[config.mk]
export PLATFORM = sky130hd
export DESIGN_NAME = axil_write_ctrl
export DESIGN_NICKNAME = d
export VERILOG_FILES = /design/src/rtl/axil_pkg.sv /design/src/rtl/protocol_checker.sv /design/src/rtl/axil_write_ctrl.sv
export SDC_FILE = /design/constraint.sdc
export NUM_CORES = 1
export LEC_CHECK = 0
export ABC_AREA = 1
export CELL_PAD_IN_SITES_DETAIL_PLACEMENT = 1
export CELL_PAD_IN_SITES_GLOBAL_PLACEMENT = 1
export CORE_MARGIN = 1
export CORE_UTILIZATION = 26
export CTS_CLUSTER_DIAMETER = 30
export CTS_CLUSTER_SIZE = 40
export DETAILED_ROUTE_END_ITERATION = 16
export PLACE_DENSITY_LB_ADDON = 0.1
export SLEW_MARGIN = 0
export SYNTH_ARGS = -nofsm -noshare
export SYNTH_HDL_FRONTEND = slang
export SYNTH_SLANG_ARGS = --single-unit
[constraint.sdc]
create_clock -name clk_i -period 1.4 [get_ports clk_i]
set_clock_uncertainty 0.2 [all_clocks]
set_input_delay 0.14 -clock clk_i [delete_from_list [all_inputs] [get_ports clk_i]]
set_output_delay 0.14 -clock clk_i [all_outputs]
set_load 0.005 [all_outputs]
[src/rtl/axil_pkg.sv]
// Shared types for the AXI-Lite write controller.
//   resp_t     : 2-bit AXI write response code (OKAY / SLVERR)
//   wr_state_t : write-channel FSM state encoding
//   ERR_CNT_WIDTH : width of the optional SLVERR counter
package axil_pkg;

    typedef logic [1:0] resp_t;

    localparam resp_t RESP_OKAY   = 2'b00;
    localparam resp_t RESP_SLVERR = 2'b10;

    localparam int unsigned ERR_CNT_WIDTH = 16;

    typedef enum logic [2:0] {
        IDLE    = 3'd0,
        WAIT_W  = 3'd1,
        WAIT_AW = 3'd2,
        WRITE   = 3'd3,
        RESP    = 3'd4
    } wr_state_t;

endpackage

[src/rtl/protocol_checker.sv]
// Combinational AXI-Lite beat checker.
//   i_awvalid/i_awaddr : write address beat -> o_err_awrite when misaligned
//   i_wvalid/i_wstrb   : write data beat    -> o_err_write when no byte enabled
//   i_arvalid/i_araddr : read address beat  -> o_err_read when misaligned
// Flags are only raised while the corresponding valid is high.
module protocol_checker #(
    parameter int unsigned ADDR_WIDTH = 32,
    parameter int unsigned DATA_WIDTH = 32
) (
    input  logic                    i_awvalid,
    input  logic [ADDR_WIDTH-1:0]   i_awaddr,
    input  logic                    i_wvalid,
    input  logic [DATA_WIDTH/8-1:0] i_wstrb,
    input  logic                    i_arvalid,
    input  logic [ADDR_WIDTH-1:0]   i_araddr,
    output logic                    o_err_awrite,
    output logic                    o_err_write,
    output logic                    o_err_read
);

    localparam int unsigned STRB_WIDTH = DATA_WIDTH / 8;

    // Byte-offset bits inside one data word; any set bit means misaligned.
    localparam logic [ADDR_WIDTH-1:0] ALIGN_MASK = ADDR_WIDTH'(STRB_WIDTH - 1);

    logic w_aw_misaligned;
    logic w_ar_misaligned;
    logic w_strb_empty;

    assign w_aw_misaligned = (i_awaddr & ALIGN_MASK) != '0;
    assign w_ar_misaligned = (i_araddr & ALIGN_MASK) != '0;
    assign w_strb_empty    = (i_wstrb == '0);

    assign o_err_awrite = i_awvalid & w_aw_misaligned;
    assign o_err_write  = i_wvalid  & w_strb_empty;
    assign o_err_read   = i_arvalid & w_ar_misaligned;

endmodule

[src/rtl/axil_write_ctrl.sv]
// AXI-Lite write-channel slave that turns one AW/W pair into a single-cycle
// register-file write strobe followed by a B response.
//
// Ports
//   clk_i, rst_i                       : clock, synchronous active-high reset
//   s_axi_aw*                          : write address channel
//   s_axi_w*                           : write data channel
//   s_axi_b*                           : write response channel
//   reg_wr_en_o                        : one-cycle write strobe
//   reg_wr_addr_o/data_o/strb_o        : captured beat, held between writes
//   err_cnt_o                          : saturating SLVERR count (only with
//                                        AXIL_WR_ERR_CNT_EN defined)
//
// Build option
//   AXIL_WR_ERR_CNT_EN : adds err_cnt_o and its counter.
module axil_write_ctrl
    import axil_pkg::*;
#(
    parameter int unsigned ADDR_WIDTH  = 32,
    parameter int unsigned DATA_WIDTH  = 32,
    parameter bit          ERR_RESP_EN = 1'b0
) (
    input  logic                     clk_i,
    input  logic                     rst_i,
    input  logic [ADDR_WIDTH-1:0]    s_axi_awaddr,
    input  logic                     s_axi_awvalid,
    output logic                     s_axi_awready,
    input  logic [DATA_WIDTH-1:0]    s_axi_wdata,
    input  logic [DATA_WIDTH/8-1:0]  s_axi_wstrb,
    input  logic                     s_axi_wvalid,
    output logic                     s_axi_wready,
    output logic [1:0]               s_axi_bresp,
    output logic                     s_axi_bvalid,
    input  logic                     s_axi_bready,
`ifdef AXIL_WR_ERR_CNT_EN
    output logic [ERR_CNT_WIDTH-1:0] err_cnt_o,
`endif
    output logic                     reg_wr_en_o,
    output logic [ADDR_WIDTH-1:0]    reg_wr_addr_o,
    output logic [DATA_WIDTH-1:0]    reg_wr_data_o,
    output logic [DATA_WIDTH/8-1:0]  reg_wr_strb_o
);

    localparam int unsigned STRB_WIDTH = DATA_WIDTH / 8;

    wr_state_t               r_state;
    logic                    r_awready;
    logic                    r_wready;
    logic                    r_bvalid;
    resp_t                   r_bresp;
    logic                    r_wr_en;
    logic                    r_err;
    logic [ADDR_WIDTH-1:0]   r_addr;
    logic [DATA_WIDTH-1:0]   r_data;
    logic [STRB_WIDTH-1:0]   r_strb;

    logic w_chk_aw_err;
    logic w_chk_w_err;
    logic w_unused_err_read;
    logic w_aw_hs;
    logic w_w_hs;
    logic w_b_hs;
    logic w_aw_err;
    logic w_w_err;
    logic w_err_next;
    logic w_complete;

    // Beat checker; the read-address side is not used by this block.
    protocol_checker #(
        .ADDR_WIDTH (ADDR_WIDTH),
        .DATA_WIDTH (DATA_WIDTH)
    ) u_checker (
        .i_awvalid    (s_axi_awvalid),
        .i_awaddr     (s_axi_awaddr),
        .i_wvalid     (s_axi_wvalid),
        .i_wstrb      (s_axi_wstrb),
        .i_arvalid    (1'b0),
        .i_araddr     ('0),
        .o_err_awrite (w_chk_aw_err),
        .o_err_write  (w_chk_w_err),
        .o_err_read   (w_unused_err_read)
    );

    assign w_aw_hs = s_axi_awvalid & r_awready;
    assign w_w_hs  = s_axi_wvalid  & r_wready;
    assign w_b_hs  = r_bvalid      & s_axi_bready;

    // Error reporting is optional; when disabled the checker flags are ignored.
    assign w_aw_err = ERR_RESP_EN & w_chk_aw_err;
    assign w_w_err  = ERR_RESP_EN & w_chk_w_err;

    // Sticky error including whatever this cycle's handshakes contribute.
    assign w_err_next = r_err | (w_aw_hs & w_aw_err) | (w_w_hs & w_w_err);

    // The second of the two handshakes lands this cycle.
    assign w_complete = ((r_state == IDLE)    && w_aw_hs && w_w_hs) ||
                        ((r_state == WAIT_W)  && w_w_hs)            ||
                        ((r_state == WAIT_AW) && w_aw_hs);

    // Write FSM with registered readies, strobe and response.
    always_ff @(posedge clk_i) begin
        if (rst_i) begin
            r_state   <= IDLE;
            r_awready <= 1'b1;
            r_wready  <= 1'b1;
            r_bvalid  <= 1'b0;
            r_bresp   <= RESP_OKAY;
            r_wr_en   <= 1'b0;
            r_err     <= 1'b0;
            r_addr    <= '0;
            r_data    <= '0;
            r_strb    <= '0;
        end else begin
            r_wr_en <= 1'b0;

            if (w_aw_hs) begin
                r_addr <= s_axi_awaddr;
            end
            if (w_w_hs) begin
                r_data <= s_axi_wdata;
                r_strb <= s_axi_wstrb;
            end

            case (r_state)
                IDLE, WAIT_W, WAIT_AW: begin
                    r_err <= w_err_next;
                    if (w_complete) begin
                        r_awready <= 1'b0;
                        r_wready  <= 1'b0;
                        if (w_err_next) begin
                            // Erroneous pair skips the register write.
                            r_state  <= RESP;
                            r_bvalid <= 1'b1;
                            r_bresp  <= RESP_SLVERR;
                        end else begin
                            r_state <= WRITE;
                            r_wr_en <= 1'b1;
                        end
                    end else if (w_aw_hs) begin
                        r_state   <= WAIT_W;
                        r_awready <= 1'b0;
                    end else if (w_w_hs) begin
                        r_state  <= WAIT_AW;
                        r_wready <= 1'b0;
                    end
                end

                WRITE: begin
                    r_state  <= RESP;
                    r_bvalid <= 1'b1;
                    r_bresp  <= RESP_OKAY;
                end

                RESP: begin
                    if (w_b_hs) begin
                        r_state   <= IDLE;
                        r_bvalid  <= 1'b0;
                        r_bresp   <= RESP_OKAY;
                        r_err     <= 1'b0;
                        r_awready <= 1'b1;
                        r_wready  <= 1'b1;
                    end
                end

                default: begin
                    r_state   <= IDLE;
                    r_bvalid  <= 1'b0;
                    r_bresp   <= RESP_OKAY;
                    r_err     <= 1'b0;
                    r_awready <= 1'b1;
                    r_wready  <= 1'b1;
                end
            endcase
        end
    end

`ifdef AXIL_WR_ERR_CNT_EN
    logic [ERR_CNT_WIDTH-1:0] r_err_cnt;

    // Count SLVERR responses as they are accepted, saturating at all-ones.
    always_ff @(posedge clk_i) begin
        if (rst_i) begin
            r_err_cnt <= '0;
        end else if (w_b_hs && (r_bresp == RESP_SLVERR) && (r_err_cnt != '1)) begin
            r_err_cnt <= r_err_cnt + ERR_CNT_WIDTH'(1);
        end
    end

    assign err_cnt_o = r_err_cnt;
`endif

    assign s_axi_awready = r_awready;
    assign s_axi_wready  = r_wready;
    assign s_axi_bvalid  = r_bvalid;
    assign s_axi_bresp   = r_bresp;
    assign reg_wr_en_o   = r_wr_en;
    assign reg_wr_addr_o = r_addr;
    assign reg_wr_data_o = r_data;
    assign reg_wr_strb_o = r_strb;

endmodule

==> metrics.yaml <==
hold_path:
  whs_path_depth: 3
  min_path_type: "in2reg"
route:
  drc_errors: 0
  drt-initial-drc-count: 53
  antenna_left: 0
  vias_per_cell: 4.42
  num_vias: 2806
  finalWirelength_mm: 8.46
  wl_per_cell_um: 13.3
  first_pass_iters: 4
floorplanning:
  rows: 36
  pin_count: 147
  start_util_pct: 27.3
  die-area_um2: 10900
  die-width_um: 104
  dieHeight_um: 104
  core_area_um2: 9950
timing:
  slew_viol_final: 0
  finalCritPeriodShare_pct: 94.5
  fin_ws_ns: 0.0767
  fmax_mhz: 756
  rsz0062_at_grt: "false"
  finalHoldViolCount: 0
  holdWs_ns: 0.183
  setup_viol: 0
  period_needed_ns: 1.32
cells_and_area:
  seqCellArea_um2: 1560
  drive_gt1_share_pct: 15.3
  area_growth_pct: 68.3
  diodes: 0
  nets: 570
  multi_input_area_um2: 1070
  fillerInstances: 1218
  final_util_pct: 45.9
global_route:
  grt_pass1_vias: 2795
  grt_max_degree: 41
  grt-ovfl-total: 0
  grt_pass1_wl_mm: 13.8
  antenna_found_initial: 0
  track_usage_pct: 16.3
power_and_ir_drop:
  p_total_mw: 6.04
  p_per_area_nw_per_um2: 1320
  p_leak_nw: 2.11
  ir_drop_mv: 0.440
critical_path:
  critPathKind: "reg2out"
  cp_num_buf_inv: 1
  cp-end-kind: "output port"
  path_depth: 1
  cp.arrival_ns: 0.98
  critPathTopFamily: "flip-flops"
  critPathLaunchType: "flop"
  crit_slowest_cell: "dfxtp_2"
  path_cells: "dlygate4sd2_1"
  rr_worst_depth: 6
  worstPathRequired_ns: 1.06
  worstPathMaxFanout: 3
  max_stage_delay_ns: 0.36
logic_synthesis:
  syn_avg_cell_area_um2: 7.82
  synth_warnings: 0
  synth_xor_area_share_pct: 0
  syn_area_um2: 2710
  synth_seq_cells: 76
  synthAdderAreaFrac_pct: 0
  yosys.area_share.simple_pct: 25.1
  synth_mux_area_share_pct: 0
  synthCells: 347
  yosysUniqueCellTypes: 21
  synth-compound-area-share_pct: 13.5
  syn-num-nets: 420
  synth_top_family_by_area: "simple AND/OR/NAND/NOR gates"
  ys_seq_area_share_pct: 56.1
flow_run:
  drv_cap: 0
clock_network:
  clockBufferDepth: 2
  cts_made_buffers: 9
  clkLatencyLatePin_ns: 0.35
  cts.clk_slew.worst_paths_ns: 0.08
  cts_sinks: 76
  cts_tree: "built"
  cts_max_level: 3
  cts-root-buf: "clkbuf_8"
placement:
  port_buffers: 145
  dpl.hpwl_mm: 6.13
  pre_cts_ws_ns: -0.231
  gp_congestion: 0.730
status:
  status: "completed"
-- where the power goes --
part / internal, mW / switching, mW
Sequential: 2.51 / 0.172
Clock: 0.892 / 0.821
Combinational: 0.846 / 0.807
-- timing repair --
| action | in CTS | in global routing |
|---|---|---|
| pin swaps | 0 | 1 |
| setup buffers | 0 | 1 |
| hold buffers | 0 | 0 |
| setup endpoints to repair | 74 | 9 |
| gates resized for setup | 98 | 9 |
-- area by class of cell --
class                   instances  share of cell area [%]
repair buffers                160                    33.6
inverters                       8                   0.767
clock inverters                 2                   0.301
clock buffers                  14                    4.22
flip-flops and latches         76                    34.1
well taps                     133                    3.64
multi-input cells             242                    23.4
-- cells by family (layout without fill, tap and decap cells) --
| group | count (synthesis) | after routing |
|---|---|---|
| AOI/OAI and AO/OA | 73 | 73 |
| buffers and inverters | 29 | 184 |
| DFF | 76 | 76 |
| other | 1 | 1 |
| and+or+nand+nor | 168 | 168 |
-- placed cells by master, fill, tap and decap left out --
cell type        instances
nand3_1                  1
clkinv_2                 1
clkdlybuf4s50_1         72
inv_6                    1
dlygate4sd2_1           73
nand2_2                  3
conb_1                   1
a21oi_1                  4
inv_1                    2
nand2_4                  3
o21ai_0                 57
dfxtp_4                  1
buf_4                   10
o21ai_1                 11
nor2_2                   3
dfxtp_2                 26
inv_2                    5
dfxtp_1                 49
clkinv_4                 1
clkbuf_8                14
or2_1                    1
nor3_1                   1
a21oi_2                  1
nand4_2                  1
nand2_1                 13
nand3_2                  2
nor2_1                 140
buf_12                   5
-- sequential cells by signal, summed over array words and instances (netlist names) --
name,flops
s_axi_wready,1
reg_wr_data_o,32
reg_wr_addr_o,32
reg_wr_en_o,1
s_axi_awready,1
r_state,3
s_axi_bvalid,1
reg_wr_strb_o,4
s_axi_bresp,1
-- per-stage QoR --
| step | setup TNS [ns] | instances | cell area [µm²] |
|---|---|---|---|
| final | 0 | 635 | 4570 |
| after global routing | 0 | 635 | 4570 |
| after CTS | 0 | 634 | 4540 |
| after detailed placement | -6.86 | 618 | 4390 |
| after global placement | -4.91 | 618 | 4390 |
| after floorplan | 0 | 347 | 2710 |
-- path summary, 6_finish.rpt --
kind                                           to  slack, ns       startpoint
worst max-delay path                 s_axi_wready       0.08     s_axi_wready
worst max register to register         r_state[0]       0.09       r_state[1]
worst min register to register     s_axi_bresp[1]       0.24   s_axi_bresp[1]
worst min-delay path            reg_wr_data_o[14]       0.18  s_axi_wdata[14]
-- Yosys cell counts --
library cell | number | area share, %
or2_1 | 1 | 0.23
buf_2 | 13 | 2.4
clkbuf_1 | 5 | 0.69
conb_1 | 1 | 0.14
buf_4 | 3 | 0.83
o21ai_1 | 11 | 2.0
nand4_2 | 1 | 0.46
nor3_1 | 1 | 0.18
nand2_2 | 3 | 0.69
dfxtp_1 | 76 | 56
nand2_1 | 14 | 1.9
clkinv_4 | 1 | 0.32
inv_2 | 4 | 0.55
inv_1 | 3 | 0.41
nand3_1 | 1 | 0.18
nand3_2 | 2 | 0.74
nor2_2 | 1 | 0.23
a21oi_1 | 5 | 0.92
nand2_4 | 2 | 0.83
nor2_1 | 142 | 20
o21ai_0 | 57 | 11
-- layer usage --
metal / global-route usage, % / part of all wire [%] / vias up
li1: - / - / 1401
met1: 19.6 / 46 / 1295
met2: 25.5 / 45 / 98
met3: 5.58 / 7.1 / 12
met4: 8.47 / 1.9 / 0
met5: 0 / 0 / -
Power figures use the tool's default switching activity.
